[src/rtl/pwm_carrier_counter.sv]
// PWM carrier counter: up-wrap, down-reload and up/down triangle modes, shadowed period, event pulses.
// Optional prescaler compiled in with PWM_CARRIER_PRESCALE_EN.
module pwm_carrier_counter #(
    parameter int WIDTH = 5,
    parameter int PRE_W = 4
) (
    input  logic             clk,
    input  logic             rst,
    input  logic             en,
    input  logic [1:0]       mode,
    input  logic [WIDTH-1:0] period,
    input  logic             load,
    input  logic [WIDTH-1:0] load_val,
    input  logic [PRE_W-1:0] presc,
    output logic [WIDTH-1:0] cnt,
    output logic             dir,
    output logic             zero_p,
    output logic             top_p,
    output logic [WIDTH-1:0] period_q
);

    localparam logic [WIDTH-1:0] ZERO = '0;
    localparam logic [WIDTH-1:0] ONE  = WIDTH'(1);

    localparam logic [1:0] MODE_UP   = 2'd0;
    localparam logic [1:0] MODE_DOWN = 2'd1;
    localparam logic [1:0] MODE_HOLD = 2'd3;

    logic             tick;
    logic [WIDTH-1:0] cnt_nx;
    logic             dir_nx;
    logic             zero_nx;
    logic             top_nx;
    logic [WIDTH-1:0] period_nx;

`ifdef PWM_CARRIER_PRESCALE_EN
    logic [PRE_W-1:0] pre_cnt;

    assign tick = en && (pre_cnt == presc);

    always_ff @(posedge clk or negedge rst) begin
        if (!rst) begin
            pre_cnt <= '0;
        end else if (load || !en || tick) begin
            pre_cnt <= '0;
        end else begin
            pre_cnt <= pre_cnt + PRE_W'(1);
        end
    end
`else
    logic unused_presc;

    assign tick         = en;
    assign unused_presc = ^presc;
`endif

    always_comb begin
        cnt_nx    = cnt;
        dir_nx    = dir;
        zero_nx   = 1'b0;
        top_nx    = 1'b0;
        period_nx = period_q;

        if (load) begin
            cnt_nx = load_val;
        end else if (tick && (mode != MODE_HOLD)) begin
            if (period_q == ZERO) begin
                // degenerate carrier: both events every tick, shadow still refreshes
                cnt_nx    = ZERO;
                dir_nx    = (mode == MODE_DOWN);
                zero_nx   = 1'b1;
                top_nx    = 1'b1;
                period_nx = period;
            end else begin
                case (mode)
                    MODE_UP: begin
                        dir_nx = 1'b0;
                        if (cnt >= period_q) begin
                            cnt_nx    = ZERO;
                            zero_nx   = 1'b1;
                            period_nx = period;
                        end else begin
                            cnt_nx = cnt + ONE;
                            top_nx = ((cnt + ONE) == period_q);
                        end
                    end
                    MODE_DOWN: begin
                        dir_nx = 1'b1;
                        if (cnt == ZERO) begin
                            cnt_nx    = period;
                            period_nx = period;
                            top_nx    = 1'b1;
                        end else begin
                            cnt_nx  = cnt - ONE;
                            zero_nx = (cnt == ONE);
                        end
                    end
                    default: begin
                        if (!dir) begin
                            if (cnt >= period_q) begin
                                dir_nx  = 1'b1;
                                cnt_nx  = period_q - ONE;
                                zero_nx = (period_q == ONE);
                            end else begin
                                cnt_nx = cnt + ONE;
                                top_nx = ((cnt + ONE) == period_q);
                            end
                        end else if (cnt == ZERO) begin
                            // valley: turn around and take the new period
                            dir_nx    = 1'b0;
                            cnt_nx    = ONE;
                            period_nx = period;
                            top_nx    = (period == ONE);
                        end else begin
                            cnt_nx  = cnt - ONE;
                            zero_nx = (cnt == ONE);
                        end
                    end
                endcase
            end
        end else if (!en && (mode != MODE_HOLD)) begin
            period_nx = period;
        end
    end

    always_ff @(posedge clk or negedge rst) begin
        if (!rst) begin
            cnt      <= '0;
            dir      <= 1'b0;
            zero_p   <= 1'b0;
            top_p    <= 1'b0;
            period_q <= '1;
        end else begin
            cnt      <= cnt_nx;
            dir      <= dir_nx;
            zero_p   <= zero_nx;
            top_p    <= top_nx;
            period_q <= period_nx;
        end
    end

endmodule
[config.mk]
export PLATFORM = sky130hd
export DESIGN_NAME = pwm_carrier_counter
export DESIGN_NICKNAME = d
export VERILOG_FILES = /design/src/rtl/pwm_carrier_counter.sv
export SDC_FILE = /design/constraint.sdc
export NUM_CORES = 1
export LEC_CHECK = 0
export BUFFER_PORTS_ARGS = -buffer_cell sky130_fd_sc_hd__buf_2
export CAP_MARGIN = 30
export CORE_MARGIN = 2
export CORE_UTILIZATION = 45
export CTS_BUF_LIST = sky130_fd_sc_hd__clkbuf_8
export DETAILED_ROUTE_END_ITERATION = 16
export GPL_TIMING_DRIVEN = 0
export PLACE_DENSITY = 0.75
export SLEW_MARGIN = 10
export SYNTH_ARGS = -nofsm -noshare
export SYNTH_HDL_FRONTEND = slang
export SYNTH_SLANG_ARGS = --single-unit
[constraint.sdc]
create_clock -name clk -period 2.3 [get_ports clk]
set_input_delay 0.23 -clock clk [delete_from_list [all_inputs] [get_ports clk]]
set_output_delay 0.23 -clock clk [all_outputs]
set_load 0.02 [all_outputs]
==> flow_summary.ini <==
[floorplan]
initial_core_util = 0.479
fp.dieArea_sq_um = 3780
core_sq_um = 3100
die_h_microns = 61.5
rows = 20
die_x_microns = 61.5
io-pin-count = 33

[critical_path]
required_ns = 2.47
critPathMaxFanout = 11
crit_buf_inv = 2
path_class = reg -> reg
cp_cell_sequence = inv_1, ha_1, nor2b_2, o21ai_4, a21oi_4, o41ai_4, buf_6, mux2_4
critical-path-max-stage-delay_ns = 0.48
crit_family = compound AO/OA/AOI/OAI gates
critical-path-slowest-cell = dfrtp_2
arrival_ns = 2.40
cp-end-kind = register
cp-start-kind = register

[place]
gp_congestion = 0.936
dp_hpwl_mm = 3.30
io_buffers = 27

[clock_tree]
cts_sinks = 13
clk_pin_slew_worst_paths_ns = 0.07
htree_levels = 1
tritoncts = built
cts_buffers = 3
cts_root_buf = clkbuf_8
clock_latency_ns = 0.26
cts_max_path_buffers = 2

[routing]
ant_nets = 0
firstDrtPassIters = 4
routedWlPerCell_microns = 17.8
viasPerCell = 6.19
drt_iter0_markers = 98
vias = 1522
wirelength_mm = 4.37
drc = 0

[timing]
rsz0062_at_grt = no
period_needed_ns = 2.23
hold_viol = 0
skew_ns = 0.0141
hold_ws_ns = 0.219
worstMarginPinSlew_ns = 0.500
drv_slew = 0
setup_viol = 0
slew_headroom = 0.667
max_freq_mhz = 449
post-route-period-util = 0.968

[yosys]
ys_warn_count = 0
synthTopCellsByArea = dfrtp_1 13%, ha_1 9.3%, dfstp_2 8.8%
yosysMostFrequentCell = ha_1
synth_cell_types = 49
ys_seq_elements = 13
synth_common_cells = 11 x ha_1, 8 x dfrtp_1, 8 x inv_1, 8 x o21ai_0
yosysTopAreaCellShare = 0.135
synth-edff-count = 0
postSynthCellCount = 170
synthesis.area_sq_um = 1490
ys_seq_area_frac = 0.223
synth_ff_type = dfrtp_1
synth_nets = 201
ys_async_sr_fraction = 1.00
yosys.area.top_type = dfrtp_1
avgSynthCellArea_sq_um = 8.75

[global_route]
antenna_found_initial = 0
grt.total_usage = 0.250
grt_overflow = 0
grt_pass1_vias = 1518
grt_pass1_wl_mm = 7.01
grt_max_degree = 14

[final_layout]
diodes = 0
nNetsFinal = 234
area_delta_synth_final_pct = 24.0
post-route-util = 0.594
drive_above_1_share = 0.356

[power]
p_leak_nw = 0.796
powerDensity_nw_per_um2 = 929
peakVddDrop_mv = 0.463

[status]
status = finished clean

[worst_hold_path]
hold_path_class = in -> reg

[flow_run]
drv_cap = 0
==> registers in the layout, summed over array words and instances (netlist names) <==
signal	flops
cnt	5
period_q	5
dir	1
top_p	1
zero_p	1
==> logic make-up (layout without fill, tap and decap cells) <==
family                   Yosys count  after routing  synth area share
buffers and inverters             21             53            0.0664
flip-flops                        13             13             0.223
AO/OA/AOI/OAI                     52             52             0.265
AND/OR/NAND/NOR                   53             53             0.210
adder cells (fa/ha/maj)           11             11            0.0925
XOR/XNOR                          11             11            0.0648
multiplexers                       9              9            0.0782
==> through the flow <==
step | setup TNS, ns | std cells | cell area [sq um] | total power [mW] | worst slack, ns
2_1_floorplan | -0.206 | 170 | 1550 | 1.15 | -0.0412
3_3_place_gp | -0.883 | 241 | 1740 | 1.38 | -0.175
3_5_place_dp | -1.23 | 241 | 1740 | 1.41 | -0.220
4_1_cts | 0 | 247 | 1810 | 1.64 | 0.0175
5_1_grt | 0 | 246 | 1840 | 1.83 | 0.00674
6_report | 0 | 246 | 1840 | 1.71 | 0.0740
==> layout make-up <==
cell class,instances,area (sq um)
fill,287,1260
tap,44,55.1
sequential,13,333
clock inverter,1,3.75
inverter,8,32.5
timing repair buffer,30,164
clock buffer,3,41.3
multi-input combinational,136,1150
buffer,11,67.6
==> layout by cell type (no fill, tap or decap), drive strengths merged, types with 3 or more instances in the layout <==
master / count
a21boi: 3
a21o: 3
a21oi: 7
a22oi: 5
a311oi: 3
a31oi: 7
buf: 34
clkbuf: 9
dfrtp: 8
dfstp: 5
ha: 11
inv: 9
mux2: 6
mux2i: 3
nand2: 8
nand2b: 3
nand3: 5
nor2: 6
nor2b: 6
nor3: 6
nor3b: 3
o21ai: 10
o31ai: 4
or3: 4
xnor2: 6
xor2: 5
==> layer usage <==
layer | up-vias | global-route usage | share of wire
li1 | 704 | - | -
met4 | 0 | 0.0821 | 0.022
met1 | 713 | 0.317 | 0.42
met3 | 18 | 0.0504 | 0.088
met5 | - | 0 | 0
met2 | 87 | 0.423 | 0.46
==> power by group <==
group	switching (mW)	internal, mW	total, mW
clock network	0.0977	0.118	0.216
logic	0.634	0.479	1.11
registers	0.0839	0.300	0.384
==> worst register-to-register path, delay by kind of cell, from the launching register on <==
family | cells | cell delay (ns)
AOI/OAI and AO/OA | 3 | 0.64
adders and majority gates | 1 | 0.34
buffers and inverters | 2 | 0.31
DFF | 1 | 0.48
muxes | 1 | 0.30
and+or+nand+nor | 1 | 0.07
==> worst paths after layout <==
path                                  start           to  slack (ns)  depth (start not counted)
worst max-delay path                 cnt[0]  period_q[0]        0.07                          8
worst min-delay path            load_val[1]       cnt[1]        0.22                          3
worst max register to register       cnt[0]  period_q[0]        0.07                          8
worst min register to register  period_q[4]  period_q[4]        0.66                          1
max in group asynchronous               rst  period_q[2]        1.59                          2
min in group asynchronous               rst       cnt[3]        0.40                          2
==> repair_timing <==
item	4_1_cts	5_1_grt
resized for setup	3	13
hold buffers	1	0
gates cloned	0	0
endpoints found under the hold margin	8	0
setup endpoints to repair	9	10
setup buffers	1	1
pin swaps	1	2
Note: power is estimated with default switching activity, not from simulation.
